===== src/rtl/flap_ctrl_pkg.sv =====
// ---------------------------------------------------------------------------
// flap_ctrl_pkg
// Shared constants and types for the flap input conditioner.
//   DEFAULT_*_LEN : parameter defaults for flap_ctrl / key_debounce
//   flap_state_t  : burst FSM state encoding
//   max2()        : elaboration-time helper for counter sizing
// No ports (package).
// ---------------------------------------------------------------------------
package flap_ctrl_pkg;

  localparam int DEFAULT_DEBOUNCE_LEN = 4;
  localparam int DEFAULT_FLAP_LEN     = 16;
  localparam int DEFAULT_COOLDOWN_LEN = 8;

  typedef enum logic [1:0] {
    IDLE = 2'd0,
    RISE = 2'd1,
    COOL = 2'd2
  } flap_state_t;

  function automatic int max2(input int a, input int b);
    return (a > b) ? a : b;
  endfunction

endpackage


===== src/rtl/flap_ctrl_if.sv =====
// ---------------------------------------------------------------------------
// flap_ctrl_if
// Groups the player-facing and bird-facing signals of flap_ctrl.
//   key_n  : raw push-button, active-low, asynchronous to clk
//   enable : game running; low forces the controller idle
//   up     : registered climb command to the bird stage
//   busy   : registered, high whenever the burst FSM is not idle
// Modports:
//   master : environment side (drives key_n/enable, observes up/busy)
//   slave  : flap_ctrl side
// ---------------------------------------------------------------------------
interface flap_ctrl_if;

  logic key_n;
  logic enable;
  logic up;
  logic busy;

  modport master (
    output key_n,
    output enable,
    input  up,
    input  busy
  );

  modport slave (
    input  key_n,
    input  enable,
    output up,
    output busy
  );

endinterface


===== src/rtl/flap_ctrl_key_debounce.sv =====
// ---------------------------------------------------------------------------
// key_debounce
// Synchronizes an active-low asynchronous push-button, debounces it and
// produces a one-cycle press pulse on each accepted high->low transition of
// the debounced level. Reusable for any panel button (flap, restart).
// Ports:
//   clk    in   game tick clock
//   reset  in   synchronous, active-high
//   key_n  in   raw push-button, active-low, asynchronous
//   press  out  one-cycle pulse when the debounced level falls
// Parameters:
//   DEBOUNCE_LEN : cycles a new synchronized level must persist (>=1)
// ---------------------------------------------------------------------------
module key_debounce
  import flap_ctrl_pkg::*;
#(
  parameter int DEBOUNCE_LEN = DEFAULT_DEBOUNCE_LEN
) (
  input  logic clk,
  input  logic reset,
  input  logic key_n,
  output logic press
);

  localparam int DCW = (DEBOUNCE_LEN > 1) ? $clog2(DEBOUNCE_LEN) : 1;
  localparam logic [DCW-1:0] DB_TERM = DCW'(DEBOUNCE_LEN - 1);

  logic           s1;
  logic           s2;
  logic           db;
  logic           db_prev;
  logic [DCW-1:0] db_cnt;

  // Everything resets to the released level so a key held through reset
  // is seen as a fresh press once it has been debounced again.
  always_ff @(posedge clk) begin
    if (reset) begin
      s1      <= 1'b1;
      s2      <= 1'b1;
      db      <= 1'b1;
      db_prev <= 1'b1;
      db_cnt  <= '0;
    end else begin
      s1      <= key_n;
      s2      <= s1;
      db_prev <= db;
      if (s2 == db) begin
        db_cnt <= '0;
      end else if (db_cnt == DB_TERM) begin
        // This cycle is the DEBOUNCE_LEN-th consecutive mismatch.
        db     <= s2;
        db_cnt <= '0;
      end else begin
        db_cnt <= db_cnt + 1'b1;
      end
    end
  end

  assign press = db_prev & ~db;

endmodule


===== src/rtl/flap_ctrl.sv =====
// ---------------------------------------------------------------------------
// flap_ctrl
// Turns the player's raw push-button into the bird's `up` command: each
// accepted press yields a FLAP_LEN-cycle climb burst followed by a
// COOLDOWN_LEN-cycle cooldown during which presses are dropped.
// Ports:
//   clk    in   game tick clock
//   reset  in   synchronous, active-high
//   bus    flap_ctrl_if.slave
//            key_n  in   raw push-button, active-low, asynchronous
//            enable in   game running; low forces IDLE next edge
//            up     out  climb command, registered (state == RISE)
//            busy   out  registered (state != IDLE)
// Parameters:
//   DEBOUNCE_LEN (>=1), FLAP_LEN (>=1), COOLDOWN_LEN (>=0, 0 skips COOL)
// Build option:
//   FLAP_RETRIGGER_EN - when defined, a press during RISE restarts the
//   burst (phase counter back to 0, up stays high). Presses during COOL
//   are ignored in either build.
//
// state | meaning
// ------+--------------------------------------------------------------
// IDLE  | waiting for press & enable
// RISE  | climb burst, up high, FLAP_LEN cycles
// COOL  | cooldown, presses dropped, COOLDOWN_LEN cycles
// ---------------------------------------------------------------------------
module flap_ctrl
  import flap_ctrl_pkg::*;
#(
  parameter int DEBOUNCE_LEN = DEFAULT_DEBOUNCE_LEN,
  parameter int FLAP_LEN     = DEFAULT_FLAP_LEN,
  parameter int COOLDOWN_LEN = DEFAULT_COOLDOWN_LEN
) (
  input  logic        clk,
  input  logic        reset,
  flap_ctrl_if.slave  bus
);

  localparam int CNT_MAX = max2(FLAP_LEN, COOLDOWN_LEN);
  localparam int CW      = $clog2(CNT_MAX + 1);
  localparam logic [CW-1:0] FLAP_TERM = CW'(FLAP_LEN - 1);
  // Unused when COOLDOWN_LEN == 0 (COOL is never entered); kept in range.
  localparam logic [CW-1:0] COOL_TERM =
    CW'((COOLDOWN_LEN > 0) ? (COOLDOWN_LEN - 1) : 0);

  logic          press;
  logic          retrig;
  flap_state_t   state_q;
  flap_state_t   state_d;
  logic [CW-1:0] cnt_q;
  logic [CW-1:0] cnt_d;
  logic          up_q;
  logic          busy_q;

  key_debounce #(
    .DEBOUNCE_LEN (DEBOUNCE_LEN)
  ) u_key_debounce (
    .clk   (clk),
    .reset (reset),
    .key_n (bus.key_n),
    .press (press)
  );

`ifdef FLAP_RETRIGGER_EN
  assign retrig = press;
`else
  assign retrig = 1'b0;
`endif

  always_ff @(posedge clk) begin
    if (reset) begin
      state_q <= IDLE;
      cnt_q   <= '0;
      up_q    <= 1'b0;
      busy_q  <= 1'b0;
    end else begin
      state_q <= state_d;
      cnt_q   <= cnt_d;
      // Outputs are registered from the next state so they line up with
      // state_q exactly, without an extra cycle of latency.
      up_q    <= (state_d == RISE);
      busy_q  <= (state_d != IDLE);
    end
  end

  always_comb begin
    state_d = state_q;
    cnt_d   = cnt_q;
    if (!bus.enable) begin
      // Game paused: drop everything, including a press arriving now.
      state_d = IDLE;
      cnt_d   = '0;
    end else begin
      unique case (state_q)
        IDLE: begin
          if (press) begin
            state_d = RISE;
            cnt_d   = '0;
          end
        end
        RISE: begin
          if (retrig) begin
            cnt_d = '0;
          end else if (cnt_q == FLAP_TERM) begin
            cnt_d = '0;
            if (COOLDOWN_LEN == 0) begin
              state_d = IDLE;
            end else begin
              state_d = COOL;
            end
          end else begin
            cnt_d = cnt_q + 1'b1;
          end
        end
        COOL: begin
          if (cnt_q == COOL_TERM) begin
            state_d = IDLE;
            cnt_d   = '0;
          end else begin
            cnt_d = cnt_q + 1'b1;
          end
        end
        default: begin
          state_d = IDLE;
          cnt_d   = '0;
        end
      endcase
    end
  end

  assign bus.up   = up_q;
  assign bus.busy = busy_q;

endmodule


===== src/flat_wrapper.sv =====
// flat-port wrapper written by rule: the top's interface ports become plain ports
module flap_ctrl_flat import flap_ctrl_pkg::*;
#(
  parameter int DEBOUNCE_LEN = DEFAULT_DEBOUNCE_LEN,
  parameter int FLAP_LEN     = DEFAULT_FLAP_LEN,
  parameter int COOLDOWN_LEN = DEFAULT_COOLDOWN_LEN
)
  (clk, reset, bus_key_n, bus_enable, bus_up, bus_busy);
  flap_ctrl_if bus_i ();
  input  logic clk;
  input  logic reset;
  input wire logic [$bits(bus_i.key_n)-1:0] bus_key_n;
  input wire logic [$bits(bus_i.enable)-1:0] bus_enable;
  output wire logic [$bits(bus_i.up)-1:0] bus_up;
  output wire logic [$bits(bus_i.busy)-1:0] bus_busy;
  assign bus_i.key_n = bus_key_n;
  assign bus_i.enable = bus_enable;
  assign bus_up = bus_i.up;
  assign bus_busy = bus_i.busy;
  flap_ctrl #(.DEBOUNCE_LEN(DEBOUNCE_LEN), .FLAP_LEN(FLAP_LEN), .COOLDOWN_LEN(COOLDOWN_LEN)) u_core (.clk(clk), .reset(reset), .bus(bus_i));
endmodule

===== config.mk =====
export PLATFORM = sky130hd
export DESIGN_NAME = flap_ctrl_flat
export DESIGN_NICKNAME = d
export VERILOG_FILES = /design/src/rtl/flap_ctrl_pkg.sv /design/src/rtl/flap_ctrl_if.sv /design/src/rtl/flap_ctrl_key_debounce.sv /design/src/rtl/flap_ctrl.sv /design/src/flat_wrapper.sv
export SDC_FILE = /design/constraint.sdc
export NUM_CORES = 1
export LEC_CHECK = 0
export ABC_CLOCK_PERIOD_IN_PS = 2400
export CAP_MARGIN = 20
export CORE_AREA = 3 3 42 44
export DETAILED_ROUTE_END_ITERATION = 12
export DIE_AREA = 0 0 45 47
export PLACE_DENSITY = 0.72
export RECOVER_POWER = 25
export SLEW_MARGIN = 20
export SYNTH_ARGS = -nofsm -noshare
export SYNTH_HDL_FRONTEND = slang
export SYNTH_SLANG_ARGS = --single-unit

===== constraint.sdc =====
create_clock -name clk -period 2.4 [get_ports clk]
set_clock_uncertainty 0.15 [all_clocks]
set_input_delay 0.36 -clock clk [delete_from_list [all_inputs] [get_ports clk]]
set_output_delay 0.36 -clock clk [all_outputs]
set_load 0.01 [all_outputs]

==> flow_summary.yaml, run 1 <==
route:
  vias: 601
  drc: 0
  drt-total-wl_mm: 1.333
  dr.pass1.iters: 4
  dr.first_iter.drc_count: 19
  wire_per_inst_um: 12.70
  routed_via_density: 5.724
  ant_nets: 0
floorplanning:
  core_area_um2: 1471
  die_area_um2: 2115
  chipHeight_um: 47
  start_util_pct: 52.98
  row_count: 14
  ios: 6
  chipWidth_um: 45
clocking:
  cts_made_buffers: 3
  clk_latency_ns: 0.28
  cts_max_path_buffers: 2
  cts_root_buf: "clkbuf_4"
  cts_tree: "built"
  cts_hold_buffers: 0
  htree_num_levels: 1
  clkSinkCount: 15
  post_cts_resized: 0
  clk_pin_slew_ns: 0.09
  cts_setup_buffers: 0
timing:
  holdWs_ns: 0.2659
  finalHoldViolCount: 0
  maxSlewHeadroom_pct: 77.56
  rsz0062_at_grt: "false"
  drv_slew: 0
  period_share_pct: 88.36
  layout_setup_ws_ns: 0.2794
  fmax_mhz: 471.6
  finalCriticalPeriod_ns: 2.121
  worstMarginPinSlew_ns: 0.3367
  setup_violations: 0
  tns_ns: 0
global_routing:
  grt_pass1_wl_mm: 2.249
  grt_max_degree: 9
  antenna_found_initial: 0
  grt_overflow: 0
  gr-usage-all-layers_pct: 14.38
  grt_pass1_vias: 523
synth:
  synth_fa_ha_area_share_pct: 12.84
  synth_compound_area_share_pct: 21.83
  ys_seq_elements: 15
  syn_nets: 93
  netlist_area_um2: 779.5
  synthMuxAreaShare_pct: 0
  syn_avg_cell_area_um2: 9.623
  yosys.area.top_type: "dfxtp_1"
  synth.area.top_cells: "dfxtp_1, ha_1, inv_1"
  async_flop_share_pct: 0
  synth_top_family_by_area: "compound AO/OA/AOI/OAI gates"
  synth_edf_count: 0
  synth_xor_area_share_pct: 1.124
  yosys_warnings: 0
  synthFlopType: "dfxtp_1"
  ys_types: 31
  synth-simple-area-share_pct: 20.87
  yosysSeqAreaShare_pct: 38.52
  syn_inst: 81
  synth_top_area_share_pct: 38.52
worst_setup_path:
  cp-start-kind: "flop"
  endpoint_kind: "flop"
  cp.required_ns: 2.43
  critPathSlowestCell: "or4_4"
  worstSetupPathType: "reg -> reg"
  cp_slowest_stage_delay_ns: 0.43
  critPathArrivalTime_ns: 2.15
  crit_top_cell: "ha_1"
  critPathMaxFanout: 4
  crit_chain: "ha_1, nand3_1, inv_1, ha_1, and2b_1, or4_4, a32oi_1, nor2_1"
place:
  io_buffer_count: 5
  pre_cts_ws_ns: 0.3064
  dp_hpwl_mm: 1.034
  place.gp.congestion: 0.7600
power_and_ir_drop:
  leakagePower_nw: 0.3186
  totalPowerFinal_mw: 0.4079
  ir_drop_uv: 355.8
  power_density_nw_per_um2: 467.7
min_path:
  min_path_type: "reg -> reg"
layout:
  seq_area_um2: 300.3
  multi_input_area_um2: 441.7
  nNetsFinal: 102
  fill_cells: 139
  antenna_cells: 0
  final_cell_mix: "dfxtp_1, inv_1, ha_1"
  layout_commonest_cell: "dfxtp_1"
  drive_above_1_share_pct: 14.61
  area_delta_synth_final_pct: 11.88
outcome:
  status: "finished, final reports clean"
run:
  drv_cap: 0
-- metal layers --
metal / share of wire (%) / track usage [%]
met4: 0.83 / 7.018
met1: 51 / 21.71
met3: 3.8 / 2.299
met5: 0 / 0
met2: 44 / 19.49
-- through the flow --
step | instance area, um2 | utilization [%] | instances
3_5_place_dp | 845.8 | 57.48 | 101
3_3_place_gp | 845.8 | 57.48 | 101
2_1_floorplan | 779.5 | - | 81
5_1_grt | 872.1 | 59.27 | 105
6_report | 872.1 | 59.27 | 105
4_1_cts | 872.1 | 59.27 | 105
-- report_power, final --
part,leakage [nW],switching (mW),internal (mW)
logic,0.182,0.00731,0.00666
clock network,0.0150,0.0778,0.0645
registers,0.121,0.000872,0.251
-- registers in the layout, summed over array words and instances (netlist names) --
register and flops:
u_core.u_key_debounce.db 1, u_core.cnt_q 5, u_core.bus.up 1, u_core.u_key_debounce.s1 1
u_core.bus.busy 1, u_core.u_key_debounce.db_cnt 2, u_core.u_key_debounce.s2 1, u_core.u_key_debounce.db_prev 1
u_core.state_q 2
-- final timing paths --
path,from,end,slack [ns],cells past startpoint
max reg2reg,u_core.cnt_q[1],u_core.cnt_q[1],0.28,8
max,u_core.cnt_q[1],u_core.cnt_q[1],0.28,8
min reg2reg,u_core.u_key_debounce.s1,u_core.u_key_debounce.s2,0.27,1
min,u_core.u_key_debounce.s1,u_core.u_key_debounce.s2,0.27,1
-- final cells by class --
| cell class | count | area share [%] |
|---|---|---|
| inverters | 9 | 3.874 |
| well taps | 16 | 2.296 |
| flip-flops and latches | 15 | 34.43 |
| clock buffers | 4 | 3.013 |
| repair buffers | 5 | 5.739 |
| multi-input cells | 56 | 50.65 |
-- cell families after synthesis --
group / after synthesis
AO/OA/AOI/OAI: 18
XOR/XNOR: 1
adder cells (fa/ha/maj): 8
buffers and inverters: 10
flip-flops: 15
AND/OR/NAND/NOR: 29
-- synthesized netlist by cell type, drive strengths merged (2+ instances only) --
| library cell | instances |
|---|---|
| a2111oi | 2 |
| a211oi | 2 |
| a21oi | 5 |
| a31oi | 2 |
| dfxtp | 15 |
| ha | 8 |
| inv | 9 |
| nand2 | 6 |
| nand2b | 3 |
| nand3 | 4 |
| nand3b | 2 |
| nor2 | 5 |
| or2 | 3 |
-- worst max-delay path, delay by kind of cell (launching register included) --
family | cells | cell delay [ns]
DFF | 1 | 0.38
and+or+nand+nor | 4 | 0.79
AOI/OAI and AO/OA | 1 | 0.20
adders and majority gates | 2 | 0.41
buffers and inverters | 1 | 0.07
Note: power is estimated with default switching activity, not from simulation.
==> run 2: changes to the inputs <==
CTS_CLUSTER_SIZE = 25   (was default)
SYNTH_HIERARCHICAL = 1   (was default)
==> flow_summary.yaml, run 2 <==
layout:
  top_register: "u_core/cnt_q"
  nNetsFinal: 100
  area_delta_synth_final_pct: 11.63
  final_cell_mix: "dfxtp_1, ha_1, nand3_1, inv_1, a21oi_1"
  fin_cells: 103
  final_core_util_pct: 58.76
  antenna_cells: 0
  layout_commonest_cell: "dfxtp_1"
  largest_reg_flops: 5
  reg_top3: "u_core/cnt_q: 5 flops, u_core/state_q: 2 flops, u_core/u_key_debounce/db_cnt: 2 flops"
  drive_above_1_share_pct: 14.94
clocking:
  clk_pin_slew_ns: 0.09
  cts_tree: "built"
  cts_made_buffers: 3
  post_cts_resized: 0
  cts_max_path_buffers: 2
  clkSinkCount: 15
  cts_setup_buffers: 0
  cts_root_buf: "clkbuf_4"
  htree_num_levels: 1
  clk_latency_ns: 0.28
  cts_hold_buffers: 0
power_and_ir_drop:
  clkPwrFrac_pct: 35.4
  leakagePower_nw: 0.3175
  p_comb_share_pct: 3.6
  p_int_mw: 0.3200
  ir_drop_uv: 398.5
  power.switching_mw: 0.09235
  swShare_pct: 22.40
  power_density_nw_per_um2: 476.9
  seqPwrFrac_pct: 61.0
synth:
  synth_top_area_share_pct: 38.77
  yosys.area.top_type: "dfxtp_1"
  syn_nets: 90
  synth.area.top_cells: "dfxtp_1, ha_1, a2111oi_4"
  synthFlopType: "dfxtp_1"
  syn_avg_cell_area_um2: 9.929
  synth.most_common_cell: "dfxtp_1"
  netlist_area_um2: 774.5
  syn_inst: 78
  synthTopCellsByCount: "dfxtp_1, ha_1, a21oi_1, inv_1, nand3_1"
  yosysSeqAreaShare_pct: 38.77
  yosys_warnings: 6
  synth_edf_count: 0
  ys_types: 34
  ys_seq_elements: 15
  async_flop_share_pct: 0
worst_setup_path:
  critPathArrivalTime_ns: 2.09
  worstSetupPathType: "reg -> reg"
  rr_worst_depth: 8
  cp-start-kind: "flop"
  endpoint_kind: "flop"
  cp.required_ns: 2.48
  critPathMaxFanout: 4
global_routing:
  grt_max_degree: 10
  grt_pass1_wl_mm: 2.394
  gr-usage-all-layers_pct: 15.98
  antenna_found_initial: 0
  grt_overflow: 0
  grt_pass1_vias: 568
route:
  dr.pass1.iters: 4
  ant_nets: 0
  routed_via_density: 5.485
  drt-total-wl_mm: 1.303
  vias: 565
  wire_per_inst_um: 12.65
  dr.first_iter.drc_count: 9
  drc: 0
timing:
  finalCriticalPeriod_ns: 2.008
  rsz0062_at_grt: "false"
  period_share_pct: 83.68
  setup_violations: 0
  tns_ns: 0
  fmax_mhz: 498.0
  drv_slew: 0
  finalHoldViolCount: 0
  maxSlewHeadroom_pct: 70.68
  worstMarginPinSlew_ns: 0.4399
place:
  dp.cells: 99
  dp_hpwl_um: 995.4
  io_buffer_count: 5
  place.gp.congestion: 0.7721
outcome:
  status: "finished, final reports clean"
min_path:
  whs_path_depth: 1
  min_path_type: "reg -> reg"
floorplanning:
  row_count: 14
  chipHeight_um: 47
  start_util_pct: 52.64
  ios: 6
  core_area_um2: 1471
  die_area_um2: 2115
  chipWidth_um: 45
run:
  drv_cap: 0
-- run 2: cell count changes in the layout (fill, tap and decap cells not counted), moves of 2 or more --
cell / delta
inv_1: -4
nor4_1: +2
or2_2: -2
a211oi_1: -2
nor2_1: -2
and2b_2: +2
or2_1: +4
-- run 2: layout make-up --
| class | count | area (um2) |
|---|---|---|
| clock buffers | 3 | 22.52 |
| clock inverters | 1 | 5.005 |
| fillers | 147 | 606.8 |
| inverters | 5 | 18.77 |
| multi-input cells | 57 | 444.2 |
| flip-flops and latches | 15 | 300.3 |
| well taps | 16 | 20.02 |
| repair buffers | 6 | 53.80 |
-- run 2: stage by stage --
| step | hold slack [ns] | setup slack (ns) | power [mW] | cell area, um2 |
|---|---|---|---|---|
| floorplan | 0.2332 | 0.5394 | 0.2633 | 774.5 |
| global placement | 0.2379 | 0.4810 | 0.2734 | 840.8 |
| detailed placement | 0.2486 | 0.4140 | 0.2737 | 840.8 |
| CTS | 0.2721 | 0.3808 | 0.4219 | 868.3 |
| global route | 0.2746 | 0.2907 | 0.4364 | 864.6 |
| finish | 0.2641 | 0.3918 | 0.4124 | 864.6 |
-- run 2: power by group through the flow --
stage          combinational, mW  clock (mW)  sequential, mW
2_1_floorplan            0.00603           0           0.257
3_3_place_gp              0.0160           0           0.257
3_5_place_dp              0.0162           0           0.258
4_1_cts                   0.0163       0.154           0.252
5_1_grt                   0.0168       0.168           0.252
6_report                  0.0149       0.146           0.252
-- run 2: path summary, 6_finish.rpt --
| check | startpoint | to | slack (ns) |
|---|---|---|---|
| worst min register to register | u_core/u_key_debounce/s1 | u_core/u_key_debounce/s2 | 0.26 |
| worst max-delay path | u_core/cnt_q[0] | u_core/bus.up | 0.39 |
| worst max register to register | u_core/cnt_q[0] | u_core/bus.up | 0.39 |
| worst min-delay path | u_core/u_key_debounce/s1 | u_core/u_key_debounce/s2 | 0.26 |
-- run 2: critical path, cell delays in order, from the launching register on --
cell	delay, ns
dfxtp_1	0.34
ha_1	0.26
nand3_1	0.12
inv_1	0.05
ha_1	0.18
and2b_2	0.24
nor2_2	0.05
a2111oi_4	0.37
o31a_1	0.19
-- run 2: cells by family (layout without fill, tap and decap cells) --
| logic type | Yosys count | after routing | share of synthesized area, % |
|---|---|---|---|
| buffers and inverters | 6 | 15 | 3.877 |
| and+or+nand+nor | 34 | 34 | 28.11 |
| adders and majority gates | 8 | 8 | 12.92 |
| AOI/OAI and AO/OA | 14 | 14 | 15.19 |
| DFF | 15 | 15 | 38.77 |
| xor gates and xnor gates | 1 | 1 | 1.131 |
-- run 2: per-layer routing --
metal	global-route usage (%)	wire, um	vias to the layer above
li1	-	-	292
met1	18.98	644	261
met2	25.14	581	8
met3	4.598	48	4
met4	10.53	28	0
met5	0	0	-
